File: config.mk
export PLATFORM = sky130hd
export DESIGN_NAME = acc_task_fetcher_flat
export DESIGN_NICKNAME = d
export VERILOG_FILES = /design/src/rtl/acc_pkg.sv /design/src/rtl/queue_read_if.sv /design/src/rtl/acc_task_fetcher.sv /design/src/flat_wrapper.sv
export SDC_FILE = /design/constraint.sdc
export NUM_CORES = 1
export LEC_CHECK = 0
export CAP_MARGIN = 5
export CORE_MARGIN = 2
export CORE_UTILIZATION = 40
export DETAILED_ROUTE_END_ITERATION = 8
export HOLD_SLACK_MARGIN = 0.05
export PLACE_DENSITY = 0.82
export REMOVE_ABC_BUFFERS = 1
export SLEW_MARGIN = 25
export SYNTH_ARGS = -nofsm -noshare
export SYNTH_HDL_FRONTEND = slang
export SYNTH_SLANG_ARGS = --single-unit
File: constraint.sdc
create_clock -name clk -period 2.5 [get_ports clk]
set_input_delay 0.375 -clock clk [delete_from_list [all_inputs] [get_ports clk]]
set_output_delay 0.375 -clock clk [all_outputs]
set_load 0.01 [all_outputs]
File: src/rtl/acc_pkg.sv
// Shared accelerator queue definitions: word width, fetcher FSM states and the
// slot word order used by both the queue writer and the task fetcher.
package acc_pkg;

  localparam int WORD_W = 64;

  // Position of each field inside a ready-queue slot.
  localparam int SLOT_TID_IDX  = 0;
  localparam int SLOT_TWID_IDX = 1;
  localparam int SLOT_ARG0_IDX = 2;

  typedef enum logic [1:0] {
    IDLE,
    READ,
    LAST,
    VALID
  } fetch_state_e;

endpackage

File: src/rtl/queue_read_if.sv
// Read-side port of the ready queue: dout is registered by the queue and
// appears one cycle after read.
interface QueueRead;
  import acc_pkg::*;

  logic              read;
  logic              empty;
  logic [WORD_W-1:0] dout;

  modport master (output read, input empty, input dout);
  modport slave  (input read, output empty, output dout);

endinterface

File: src/rtl/acc_task_fetcher.sv
// Pops one complete task slot from the ready queue, assembles the task
// descriptor and offers it to the accelerator core over valid/ready.
module acc_task_fetcher
  import acc_pkg::*;
#(
  parameter int NARGS = 1
) (
  input  logic                    clk,
  input  logic                    rst,
  QueueRead.master                read_port,
  output logic                    task_valid,
  input  logic                    task_ready,
  output logic [WORD_W-1:0]       task_id,
  output logic [WORD_W-1:0]       task_wid,
  output logic [WORD_W*NARGS-1:0] task_args,
  output logic [31:0]             tasks_dispatched
);

  localparam int SLOT_SIZE = NARGS + 2;
  localparam int CNT_W     = $clog2(SLOT_SIZE + 1);

  fetch_state_e      state_q, state_d;
  logic [CNT_W-1:0]  rd_cnt_q;
  logic [CNT_W-1:0]  cap_cnt_q;
  logic [31:0]       disp_cnt_q;
  logic [WORD_W-1:0] payload_q [SLOT_SIZE];
  logic              capture;

  // NOTE: every signal written here gets a default first so no path leaves it
  // unassigned, which would otherwise infer a latch.
  always_comb begin
    state_d = state_q;
    unique case (state_q)
      IDLE:  if (!read_port.empty) state_d = READ;
      READ:  if (rd_cnt_q == CNT_W'(SLOT_SIZE - 1)) state_d = LAST;
      LAST:  state_d = VALID;
      VALID: if (task_ready) state_d = IDLE;
      default: state_d = IDLE;
    endcase
  end

  // dout lags read by one cycle, so the word is captured the cycle after its read.
  assign capture        = ((state_q == READ) && (rd_cnt_q != '0)) || (state_q == LAST);
  assign read_port.read = (state_q == READ);
  assign task_valid     = (state_q == VALID);

  // NOTE: sequential state uses non-blocking assignments so every register
  // samples the pre-edge values regardless of statement order.
  always_ff @(posedge clk) begin
    if (rst) begin
      state_q    <= IDLE;
      rd_cnt_q   <= '0;
      cap_cnt_q  <= '0;
      disp_cnt_q <= '0;
      // NOTE: the payload is a handful of flops driving outputs with defined
      // reset values, so unlike a RAM it is reset explicitly.
      for (int i = 0; i < SLOT_SIZE; i++) payload_q[i] <= '0;
    end else begin
      state_q <= state_d;

      if ((state_q == IDLE) && !read_port.empty) begin
        rd_cnt_q  <= '0;
        cap_cnt_q <= '0;
      end

      if (state_q == READ) rd_cnt_q <= rd_cnt_q + CNT_W'(1);

      if (capture) begin
        cap_cnt_q <= cap_cnt_q + CNT_W'(1);
        for (int i = 0; i < SLOT_SIZE; i++) begin
          if (cap_cnt_q == CNT_W'(i)) payload_q[i] <= read_port.dout;
        end
      end

      if ((state_q == VALID) && task_ready) disp_cnt_q <= disp_cnt_q + 32'd1;
    end
  end

  assign task_id          = payload_q[SLOT_TID_IDX];
  assign task_wid         = payload_q[SLOT_TWID_IDX];
  assign tasks_dispatched = disp_cnt_q;

  always_comb begin
    task_args = '0;
    for (int i = 0; i < NARGS; i++) begin
      task_args[WORD_W*i +: WORD_W] = payload_q[SLOT_ARG0_IDX + i];
    end
  end

endmodule

File: src/flat_wrapper.sv
// flat-port wrapper written by rule: the top's interface ports become plain ports
module acc_task_fetcher_flat import acc_pkg::*;
#(
  parameter int NARGS = 1
)
  (clk, rst, task_valid, task_ready, task_id, task_wid, task_args, tasks_dispatched, read_port_read, read_port_empty, read_port_dout);
  QueueRead read_port_i ();
  input  logic clk;
  input  logic rst;
  output logic task_valid;
  input  logic task_ready;
  output logic [WORD_W-1:0] task_id;
  output logic [WORD_W-1:0] task_wid;
  output logic [WORD_W*NARGS-1:0] task_args;
  output logic [31:0] tasks_dispatched;
  output wire logic [$bits(read_port_i.read)-1:0] read_port_read;
  input wire logic [$bits(read_port_i.empty)-1:0] read_port_empty;
  input wire logic [$bits(read_port_i.dout)-1:0] read_port_dout;
  assign read_port_read = read_port_i.read;
  assign read_port_i.empty = read_port_empty;
  assign read_port_i.dout = read_port_dout;
  acc_task_fetcher #(.NARGS(NARGS)) u_core (.clk(clk), .rst(rst), .read_port(read_port_i), .task_valid(task_valid), .task_ready(task_ready), .task_id(task_id), .task_wid(task_wid), .task_args(task_args), .tasks_dispatched(tasks_dispatched));
endmodule
==> impl_metrics.toml <==
[cts]
numCtsBuffers = 24
root_buffer = "clkbuf_16"
post_cts_buffers = 0
cts_tree = "done"
clkTransAtPathRegs_ps = 60
h-tree-depth = 1
cts-hold-fix-buffers = 0
clock_path_buffers = 3
clock_latency_ps = 500
post_cts_resized = 0
cts.sinks = 230

[grt]
antenna_found_initial = 0
grt_overflow = 0
grt_pass1_vias = 5071
grt_pass1_wl_um = 30400
grt_max_degree = 65
grt.total_usage_pct = 18.4

[placement]
gp_congestion = 0.782
numPortBuffers = 293
dp_slack_ps = 434
dp_hpwl_um = 14000

[finish]
layout.nets = 871
syn_to_final_growth_pct = 51.5
post_route_cells_drive_above_1_share_pct = 7.16
n_antenna_cell = 0
num-fill-cells = 1407

[worst_setup_path]
reg2regPathDepth = 6
worst_ep_arrival_time_ps = 1770
crit_end = "read_port_read"
start_kind = "register"
worst-setup-path-type = "reg -> out"
critPathLaunch = "u_core.state_q[1]"
critPathMaxFanout = 6
reg2reg_to = "u_core.payload_q[0][62]"
worst_setup_path_end_kind = "output port"
ff2ff_setup_slack_ps = 630
reg2reg_from = "u_core.state_q[1]"
crit_required_ps = 2120

[power_and_ir_drop]
power.density_nw_per_um2 = 924
p_leak_uw = 0.00442
peakVddDrop_mv = 0.503

[yosys]
synth_top_cell_by_area = "edfxtp_1"
yosysMostFrequentCell = "edfxtp_1"
synth_edf_count = 192
ys_seq_elements = 230
synthFlopType = "edfxtp_1"
synth_top_cells_by_area = "edfxtp_1 (72%), dfxtp_1 (9.4%), and2_1 (5.0%)"
synth_warnings = 0
synth_top_cell_area_share_pct = 71.6
async_flop_share_pct = 0
synthesis.instances = 477
synth_common_cells = "edfxtp_1 (192), and2_1 (65), dfxtp_1 (38)"
ys_seq_area_share_pct = 81.0
syn_area_per_cell_um2 = 16.9
synth_cell_types = 30
syn_area_um2 = 8060

[sta]
fin_setup_tns_ps = 0
fin_crit_ps = 2140
drv_slew = 0
setup_ws_ps = 356
hold_viol = 0
tightest_slew_ps = 411
post-route-period-util_pct = 85.7
fmax_mhz = 467
slew_headroom_pct = 72.6
whs_ps = 470
finalClockSkew_ps = 9.30
setup_viol = 0
rsz0062_at_grt = "false"

[route]
routed_wl_um = 20500
drtIter0Drc = 255
first_pass_iters = 4
ant_nets = 0
drc_errors = 0
vias = 5094
post_drt_wl_per_cell_um = 19.1
viasPerCell = 4.74

[die]
die-area_um2 = 21300
start_util_pct = 41.1
die_x_um = 146
core_area_um2 = 19600
die_h_um = 146
num_rows = 51
io_pins = 294

[job]
maxCapViolCount = 0

[status]
status = "completed"

[worst_hold_path]
hold_path.class = "reg -> reg"
[worst max-delay path, cell delays in order, from the launching register on]
cell	delay [ps]
dfxtp_1	330
inv_1	100
ha_1	270
clkdlybuf4s50_1	580
[state kept, by name, summed over array words and instances, names as in the netlist]
name and cells:
u_core.rd_cnt_q 2, u_core.tasks_dispatched 32, u_core.payload_q 192, u_core.state_q 2, u_core.cap_cnt_q 2
[placed cells by master, fill, tap and decap left out, types with 3 or more instances in the layout]
cell	instances
clkdlybuf4s50_1	293
edfxtp_1	192
and2_1	65
dfxtp_1	38
nor2_1	29
clkbuf_16	25
xor2_1	21
nand3_1	16
nand4_1	13
a21oi_1	12
nand2_1	12
inv_1	11
ha_1	11
o21ai_0	6
or3_1	6
clkinv_2	6
and4_1	5
and3_1	5
buf_4	5
xnor2_1	4
clkinv_1	4
buf_12	4
nor3_1	3
bufinv_16	3
[metal layers]
metal  GRT usage (%)  wire length (um)
met5               0                 0
met1            22.1              7850
met2            32.9             10500
met4            4.12               350
met3            5.14              1810
[power breakdown]
group	switching, uW	internal, uW
Combinational	1230	1290
Clock	1410	2130
Sequential	203	5000
[worst min-delay path by stage]
| stage | start | to | slack [ps] | cells after the start |
|---|---|---|---|---|
| 2_1_floorplan | u_core.rd_cnt_q[0] | u_core.rd_cnt_q[0] | 440 | 2 |
| 3_3_place_gp | u_core.rd_cnt_q[0] | u_core.rd_cnt_q[0] | 450 | 2 |
| 3_5_place_dp | u_core.rd_cnt_q[0] | u_core.rd_cnt_q[0] | 470 | 2 |
| 4_1_cts | u_core.rd_cnt_q[0] | u_core.rd_cnt_q[0] | 470 | 2 |
| 5_1_grt | u_core.rd_cnt_q[0] | u_core.rd_cnt_q[0] | 510 | 2 |
| 6_report | u_core.rd_cnt_q[0] | u_core.rd_cnt_q[0] | 470 | 2 |
[kinds of logic after synthesis]
| family | after synthesis | share of synthesized area [%] |
|---|---|---|
| flip-flops | 230 | 81.0 |
| AND/OR/NAND/NOR | 162 | 11.6 |
| XOR/XNOR | 25 | 2.72 |
| AO/OA/AOI/OAI | 24 | 1.69 |
| buffers and inverters | 24 | 1.15 |
| adder cells (fa/ha/maj) | 11 | 1.71 |
| multiplexers | 1 | 0.124 |
[final cells by class]
| type | instances | area (um2) | share of cell area [%] |
|---|---|---|---|
| Clock buffer | 26 | 629 | 5.16 |
| Multi-Input combinational cell | 223 | 1460 | 11.9 |
| Inverter | 11 | 41.3 | 0.338 |
| Timing Repair Buffer | 302 | 3050 | 25.0 |
| Tap cell | 265 | 332 | 2.72 |
| Clock inverter | 18 | 173 | 1.41 |
| Sequential cell | 230 | 6530 | 53.5 |
[per-stage QoR]
| step | utilization, % | total power (uW) | instances | instance area [um2] |
|---|---|---|---|---|
| final | 62.3 | 11300 | 1075 | 12200 |
| after floorplan | - | 6150 | 464 | 8010 |
| after detailed placement | 58.2 | 7820 | 1031 | 11400 |
| after CTS | 62.3 | 11400 | 1075 | 12200 |
| after global placement | 58.2 | 7750 | 1031 | 11400 |
| after global routing | 62.3 | 11700 | 1075 | 12200 |
Note: power is estimated with default switching activity, not from simulation.
==> RTL change (same settings) <==
Encoding of `fetch_state_e`: now Gray code (2 bits for 4 states).
--- a/src/rtl/acc_pkg.sv
+++ b/src/rtl/acc_pkg.sv
@@ -11,8 +11,8 @@
 
   typedef enum logic [1:0] {
-    IDLE,
-    READ,
-    LAST,
-    VALID
+    IDLE  = 2'b00,
+    READ  = 2'b01,
+    LAST  = 2'b11,
+    VALID = 2'b10
   } fetch_state_e;
 
Check against the original RTL: no difference found for any inputs over 4 cycles, from zero or initial values and one cycle with rst high; so few cycles prove little.
==> RTL change against the original RTL <==
Routed wire length rose by 4.4%; global-route usage rose by 0.58 points; setup slack got worse by 0.15 ns; clock skew fell by 0.0035 ns; area after synthesis rose by 2.0%; final area rose by 0.37%; die area rose by 1.9%; sequential cell count did not move; critical path type unchanged; critical endpoint unchanged; largest cell class unchanged.
Power is not compared: it rests on default switching activity, and its combinational part moved more than twofold at a synthesized area within 25%.
==> RTL change: results <==
export IMPL_reg2reg_slack_ns=0.47
export IMPL_ys_top_cells_by_count="edfxtp_1, and2_1, dfxtp_1"
export IMPL_final_cells=1085
export IMPL_r2r_start="u_core.tasks_dispatched[0]"
export IMPL_antenna_found_initial=1
export IMPL_slowest_delay_ns=0.58
export IMPL_setup_worst_path_start="u_core.state_q[0]"
export IMPL_min_from="u_core.tasks_dispatched[31]"
export IMPL_cp_arrival_ns=1.92
export IMPL_peakVddDrop_mv=0.417
export IMPL_synth_mux_area_frac=0.00244
export IMPL_hpwl_um=14700
export IMPL_layout_nets=870
export IMPL_grt_pass1_wl_um=31600
export IMPL_routed_via_density=4.94
export IMPL_grt_pass1_vias=5110
export IMPL_cp_max_fo=11
export IMPL_hold_path_class="reg2reg"
export IMPL_syn_inst=490
export IMPL_grt_use_total=0.190
export IMPL_fin_crit_ns=2.29
export IMPL_place_gp_congestion=0.866
export IMPL_synth_area_leaders="edfxtp_1, dfxtp_1, and2_1, a21oi_1, o31ai_1"
export IMPL_grt_max_degree=65
export IMPL_synthXorXnorAreaFrac=0.00959
export IMPL_synth_cell_type_count=40
export IMPL_dp_cells=1040
export IMPL_post_place_ws_ns=0.280
export IMPL_slew_limit_headroom=0.628
export IMPL_status="complete, no violations"
export IMPL_finalClockSkew_ns=0.00582
export IMPL_layout_drive_gt1_share=0.0701
export IMPL_drt_first_iter_violations=280
export IMPL_seq_area_frac_synth=0.794
export IMPL_wl_per_cell_um=19.7
export IMPL_synthAdderAreaFrac=0.00914
export IMPL_synth_compound_area_frac=0.0408
## RTL change: tightest hold or removal path, delay by kind of cell (launching register included)
kind	cells	cell delay, ns
flip-flops	1	0.33
AO/OA/AOI/OAI	2	0.13
## RTL change: final cells by class
cell class,count,area [um2]
Multi-Input combinational cell,228,1530
Tap cell,270,338
Clock buffer,29,641
Sequential cell,230,6530
Antenna cell,2,5.00
Inverter,10,37.5
Clock inverter,14,125
Fill cell,1504,7920
Timing Repair Buffer,302,3050
## RTL change: final timing paths
kind / to / cells after the start
max: read_port_read / 3
min: u_core.tasks_dispatched[31] / 2
max reg2reg: u_core.tasks_dispatched[18] / 5
min reg2reg: u_core.tasks_dispatched[31] / 2
## RTL change: metal layers
layer | GRT usage | part of all wire
met5 | 0 | 0
met1 | 0.221 | 0.36
met3 | 0.0578 | 0.094
met4 | 0.0413 | 0.014
met2 | 0.345 | 0.53
## RTL change: stage by stage
stage	hold slack [ns]	area [um2]
after global routing	0.532	12200
final	0.502	12300
after floorplan	0.444	8080
after detailed placement	0.486	11500
after global placement	0.487	11500
after CTS	0.504	12200
## RTL change: power by group through the flow
stage               Combinational (uW)  Clock [uW]  Sequential (uW)
finish                             668        3430             4360
global placement                   668           0             4430
CTS                                678        3500             4360
floorplan                         92.8           0             4530
global route                       702        3650             4370
detailed placement                 673           0             4440
## RTL change: cell families (layout without fill, tap and decap cells)
family                     count (synthesis)  count (layout)
DFF                                      230             230
and+or+nand+nor                          156             156
AOI/OAI and AO/OA                         55              55
buffers and inverters                     32             355
xor gates and xnor gates                   9               9
adders and majority gates                  6               6
muxes                                      2               2
other                                      0               2
